`src/rtl/mdl_memory_pkg.sv`:
```
// mdl_memory_pkg: shared width helpers and pointer wrap for the mdl_memory FIFO controller.
package mdl_memory_pkg;
  function automatic int ptr_w(input int depth);
    return $clog2(depth);
  endfunction
  function automatic int cnt_w(input int depth);
    return $clog2(depth + 1);
  endfunction
  // Explicit wrap so non-power-of-two depths stay inside the array.
  function automatic int next_ptr(input int ptr, input int depth);
    return (ptr == depth - 1) ? 0 : ptr + 1;
  endfunction
endpackage

```
`src/rtl/mdl_memory_fifo_ptr.sv`:
```
// mdl_memory_fifo_ptr: wrapping address pointer with increment and synchronous clear.
module mdl_memory_fifo_ptr import mdl_memory_pkg::*; #(
  parameter int DEPTH = 16
) (
  input  logic                     clk,
  input  logic                     rst,
  input  logic                     clr,
  input  logic                     inc,
  output logic [ptr_w(DEPTH)-1:0]  ptr
);
  localparam int PW = ptr_w(DEPTH);
  always_ff @(posedge clk)
    if (rst || clr) ptr <= '0;
    else if (inc) ptr <= PW'(next_ptr(int'(ptr), DEPTH));
endmodule

```
`src/rtl/mdl_memory_fifo_ctrl.sv`:
```
// mdl_memory_fifo_ctrl: runs an mdl_memory dual-port array as a synchronous valid/ready FIFO.
module mdl_memory_fifo_ctrl import mdl_memory_pkg::*; #(
  parameter int DEPTH    = 16,
  parameter int WIDTH    = 8,
  parameter int AFULL_TH = 12
) (
  input  logic                     clk,
  input  logic                     rst,
  input  logic                     flush,
  input  logic                     push_valid,
  output logic                     push_ready,
  input  logic [WIDTH-1:0]         push_data,
  output logic                     pop_valid,
  input  logic                     pop_ready,
  output logic [WIDTH-1:0]         pop_data,
  output logic [cnt_w(DEPTH)-1:0]  count,
  output logic                     full,
  output logic                     empty,
  output logic                     almost_full,
  output logic                     overflow,
  output logic                     underflow,
  output logic                     mem_vld_in,
  output logic [ptr_w(DEPTH)-1:0]  mem_wr_addr,
  output logic [WIDTH-1:0]         mem_data_in,
  output logic                     mem_vld_out,
  output logic [ptr_w(DEPTH)-1:0]  mem_rd_addr,
  input  logic [WIDTH-1:0]         mem_data_out
);
  localparam int CW = cnt_w(DEPTH);
  logic push_fire, pop_fire;
  assign full        = count == CW'(DEPTH);
  assign empty       = count == '0;
  assign almost_full = count >= CW'(AFULL_TH);
  assign push_ready  = !full;
  assign pop_valid   = !empty;
  assign push_fire   = push_valid & push_ready;
  assign pop_fire    = pop_valid & pop_ready;
  assign mem_vld_in  = push_fire;
  assign mem_data_in = push_data;
  assign mem_vld_out = !empty;
  assign pop_data    = mem_data_out;
  mdl_memory_fifo_ptr #(.DEPTH(DEPTH)) u_wr_ptr (
    .clk(clk), .rst(rst), .clr(flush), .inc(push_fire), .ptr(mem_wr_addr)
  );
  mdl_memory_fifo_ptr #(.DEPTH(DEPTH)) u_rd_ptr (
    .clk(clk), .rst(rst), .clr(flush), .inc(pop_fire), .ptr(mem_rd_addr)
  );
  // Error flags survive flush; only rst clears them.
  always_ff @(posedge clk)
    if (rst) begin
      count     <= '0;
      overflow  <= 1'b0;
      underflow <= 1'b0;
    end else begin
      if (push_valid && full) overflow <= 1'b1;
      if (pop_ready && empty) underflow <= 1'b1;
      count <= flush ? '0 : count + CW'(push_fire) - CW'(pop_fire);
    end
endmodule

```
`config.mk`:
```
export PLATFORM = sky130hd
export DESIGN_NAME = mdl_memory_fifo_ctrl
export DESIGN_NICKNAME = d
export VERILOG_FILES = /design/src/rtl/mdl_memory_pkg.sv /design/src/rtl/mdl_memory_fifo_ptr.sv /design/src/rtl/mdl_memory_fifo_ctrl.sv
export SDC_FILE = /design/constraint.sdc
export NUM_CORES = 1
export LEC_CHECK = 0
export CORE_MARGIN = 2
export CORE_UTILIZATION = 30
export CTS_BUF_LIST = sky130_fd_sc_hd__clkbuf_16
export DETAILED_ROUTE_END_ITERATION = 12
export PLACE_DENSITY = 0.75
export SKIP_LAST_GASP = 1
export SYNTH_ARGS = -nofsm -noshare
export SYNTH_HDL_FRONTEND = slang
export SYNTH_SLANG_ARGS = --single-unit
```
`constraint.sdc`:
```
create_clock -name clk -period 7.7 [get_ports clk]
set_clock_uncertainty 0.1 [all_clocks]
set_input_delay 2.31 -clock clk [delete_from_list [all_inputs] [get_ports clk]]
set_output_delay 2.31 -clock clk [all_outputs]
set_load 0.005 [all_outputs]
```
# [After elaboration in Yosys (flattened, before gate mapping)]
# Cells that the tools add are included.
[word_totals] reg_bits=15 output_inout_bits=38 wordCells=24
[classes] add_sub_neg=4 n_lt_le_gt_ge=1 n_eq_ne=3 muxes=2 bitwise_logic=2 reduce_logical=7
[ops] op="adder 4 x 1 -> 4 bit, second input constant" count=2
[ops] op="equality test 4 x 1 -> 1 bit, second input constant" count=2
[ops] op="two-way mux 4 bit" count=2
[ops] op="adder 5 x 1 -> 5 bit" count=1
[ops] op="equality test 5 bit, second input constant" count=1
[ops] op=">= comparator 5 x 4 -> 1 bit, second input constant" count=1
[ops] op="zero test 5 bit" count=1
[ops] op="subtractor 5 x 1 -> 5 bit" count=1
[ops] op="AND 1 bit" count=2
[ops] op="logical AND 1 bit" count=2
[ops] op="zero test 1 bit" count=2
[ops] op="OR reduction 2 bit" count=1
[ops] op="logical OR 1 bit" count=1

# [Logic depth before layout (Yosys ltp)]
# Gate-level depths: netlist of the first run.
[logic_depth] ltp_word=5 depth_mapped=12

# [By module]
# Synthesis of the first run repeated with hierarchy kept, for this count alone.
[unflattened] cells_unflattened=108 area_unflattened_um2=982.2
[by_module_without_submodules] module="mdl_memory_fifo_ctrl" instances=1 cells_per_inst=70 area_per_inst_um2=609.3 seq_area_each_um2=140.1
[by_module_without_submodules] module="mdl_memory_fifo_ptr" instances=2 cells_per_inst=19 area_per_inst_um2=186.4 seq_area_each_um2=80.1

# [Worst setup path before layout of the first run]
# Ideal clock, no wire load.
[synth_timing] kind="input to output" from="input port push_valid" to="output port mem_vld_in" arrival_ps=2428 t_required_ps=5290 setup_slack_ps=2862 stages=2 n_path_buf=0 cell_sequence="nand2_1 -> inv_1"
[synth_via] elab_chain_cells=1
[synth_lines] item="start: declaration" line_no="mdl_memory_fifo_ctrl.sv:10" text="input logic push_valid,"
[synth_lines] item="AND 1 bit" line_no="mdl_memory_fifo_ctrl.sv:36" text="assign push_fire = push_valid & push_ready;"
[synth_lines] item="end: declaration" line_no="mdl_memory_fifo_ctrl.sv:22" text="output logic mem_vld_in,"
# No other way between the ends.

# [Final worst setup path of the first run]
# Ends and elaborated chain as after synthesis.

==> results of run 1 <==
## layout by cell type, fill, tap and decap left out, types with 3 or more instances in the layout
cell and instances:
inv_1 12, nand3_1 5, ha_1 10, clkdlybuf4s50_1 26, o21ai_0 4, nor2_1 5
clkbuf_16 3, dfxtp_1 15, a21oi_1 11, nand2_1 5
## per-stage QoR
step	setup WS (ns)	cells	cell area, µm²
CTS	1.72	169	1240
detailed placement	1.73	165	1160
floorplan	2.86	114	987
finish	1.72	169	1240
global placement	1.75	165	1160
global route	1.64	169	1240
## registers in the layout, summed over array words and instances (netlist names)
| signal | count |
|---|---|
| count | 5 |
| u_rd_ptr.ptr | 4 |
| u_wr_ptr.ptr | 4 |
| overflow | 1 |
| underflow | 1 |
## worst min-delay path by stage
| stage | slack, ns | end | depth (start not counted) | from |
|---|---|---|---|---|
| floorplan | 0.36 | overflow$_SDFFE_PP0P_ | 2 | overflow$_SDFFE_PP0P_ |
| global placement | 0.37 | underflow$_SDFFE_PP0P_ | 2 | underflow$_SDFFE_PP0P_ |
| detailed placement | 0.36 | underflow$_SDFFE_PP0P_ | 2 | underflow$_SDFFE_PP0P_ |
| CTS | 0.38 | underflow$_SDFFE_PP0P_ | 2 | underflow$_SDFFE_PP0P_ |
| global route | 0.40 | underflow$_SDFFE_PP0P_ | 2 | underflow$_SDFFE_PP0P_ |
| finish | 0.38 | underflow$_SDFFE_PP0P_ | 2 | underflow$_SDFFE_PP0P_ |
## cells by family after synthesis
kind of cell / share of synthesized area
muxes: 0.0203
adders and majority gates: 0.147
buffers and inverters: 0.196
AOI/OAI and AO/OA: 0.158
xor gates and xnor gates: 0.00887
and+or+nand+nor: 0.165
DFF: 0.304
## worst max-delay path: stages
cell and delay (ns):
clkdlybuf4s50_1 0.57, nand2_1 0.10, inv_1 0.09, clkdlybuf4s50_1 0.50
## layout make-up
type                    instances  share of cell area
clock inverters                 1             0.00302
multi-input cells              67               0.397
repair buffers                 26               0.210
flip-flops and latches         15               0.242
well taps                      44              0.0444
clock buffers                   3              0.0605
inverters                      13              0.0433
## where the power goes
group	switching (mW)	leakage [nW]	internal, mW	total [mW]
combinational	0.0928	0.313	0.116	0.208
sequential	0.0138	0.122	0.0901	0.104
clock	0.0311	0.0423	0.0688	0.0998
## per-layer routing
metal,vias to the layer above,share of wire,track usage
met5,-,0,0
met4,0,0,0.0547
met3,0,0.075,0.0294
met2,28,0.48,0.190
met1,393,0.44,0.160
li1,405,-,-
==> reports/summary.txt, run 1 <==
outcome - completed
syn avg cell area - 8.66 µm²
Setup-failing EPs final - 0
Multi-input gate area - 493 µm²
vias in the first global route - 807
Least-Margin Pin Slew - 0.378 ns
clock sink total - 15
EDFF count, synth - 0
initial antenna violation count - 0
Min Clock Period, post-route - 5.98 ns
CTS tree - yes
Max transition margin - 0.747
Clock Latency Late Sink - 0.24 ns
Startpoint Class - input pin
Leakage - 0.477 nW
cell with the most instances after synthesis - buf_4
# DRC - 0
# hold bufs at CTS - 0
Die Area - 3770 µm²
via density per instance - 4.89
crit-path max FO - 6
syn_nets - 146
Yosys top cell by area - dfxtp_1
GRT Total Usage - 0.122
worst reg2reg path depth - 12
Post-CTS Setup Inserts - 0
Main synth FF type - dfxtp_1
achievable frequency - 167 MHz
maxcap violations - 0
CP startpoint - push_valid
I/O Buffers - 26
Die Wd - 61.4 µm
post-synthesis to final-layout area growth - 25.7%
TritonCTS buffer count - 3
Async S/R FF share, synth - 0
Initial Util - 0.318
yosys warns - 0
Chip Height - 61.4 µm
GP Congestion - 0.726
top cells by count, synth - 18 x buf_4, 15 x dfxtp_1, 11 x a21oi_1, 11 x inv_1, 10 x ha_1
diodes inserted - 0
DP HPWL - 1.70 mm
Max VDD drop - 189 µV
post-CTS sizing - 0
Fill cells - 327
core area - 3100 µm²
FF+latch count, synth - 15
register area share after synthesis - 0.304
unique cell type count in the Yosys netlist - 32
share of cells above drive strength 1 - 0.0640
via count - 826
WL/cell - 12.4 µm
worst setup path end - mem_vld_in
Hold Path Class - flop to flop
Tcrit/Tclk final - 0.776
largest net degree at the start of global routing - 10
htree depth - 1
Seq. cell area - 300 µm²
worst reg2reg setup slack - 4.95 ns
final hold vios - 0
first-pass GRT wire length - 3.44 mm
I/O Pins - 59
final total power - 412 µW
top cell type's share of synthesized area - 0.304
RSZ-0062 raised after global routing - false
fin. max-slew vios - 0
Crit path required time - 5.29 ns
Pwr Density - 332 nW/µm²
Rows - 20
setup TNS - 0 ns
final core occ - 0.400
Critical R2R Capture - count[4]$_SDFF_PP0_
grt ovf - 0
1st-pass router iterations - 4
worst r2r src - count[2]$_SDFF_PP0_
Area contributors post-synth - dfxtp_1 30%, buf_4 14%, ha_1 13%
worst endpoint data arrival time - 3.57 ns
Setup crit end kind - output pin
Reg clk slew, reported paths - 0.05 ns
antenna-violating nets left - 0
1st-iter DRT viols - 23
Cell Area, Synth - 987 µm²
gate count of the mapped netlist - 114
Max Buffers Root-to-Sink - 2
Final #Nets - 158
CTS root buf - clkbuf_16
final wirelength - 2.09 mm
hold slack - 0.378 ns
Setup Crit Path Kind - input pin to output pin
Power figures use the tool's default switching activity.
==> run 2, diff against run 1 <==
==> constraint.sdc (replaced) <==
create_clock -name clk -period 6.22 [get_ports clk]
set_clock_uncertainty 0.1 [all_clocks]
set_input_delay 1.866 -clock clk [delete_from_list [all_inputs] [get_ports clk]]
set_output_delay 1.866 -clock clk [all_outputs]
set_load 0.005 [all_outputs]
==> results of run 2 <==
The final DEF is identical to that of run 1. Status: completed.
Among the figures that moved: setup slack after placement 1.73 ns -> 1.14 ns; setup slack after layout 1.72 ns -> 1.13 ns; register-to-register setup slack 4.95 ns -> 3.47 ns; total power 0.412 mW -> 0.510 mW; worst IR drop on VDD 189 µV -> 234 µV
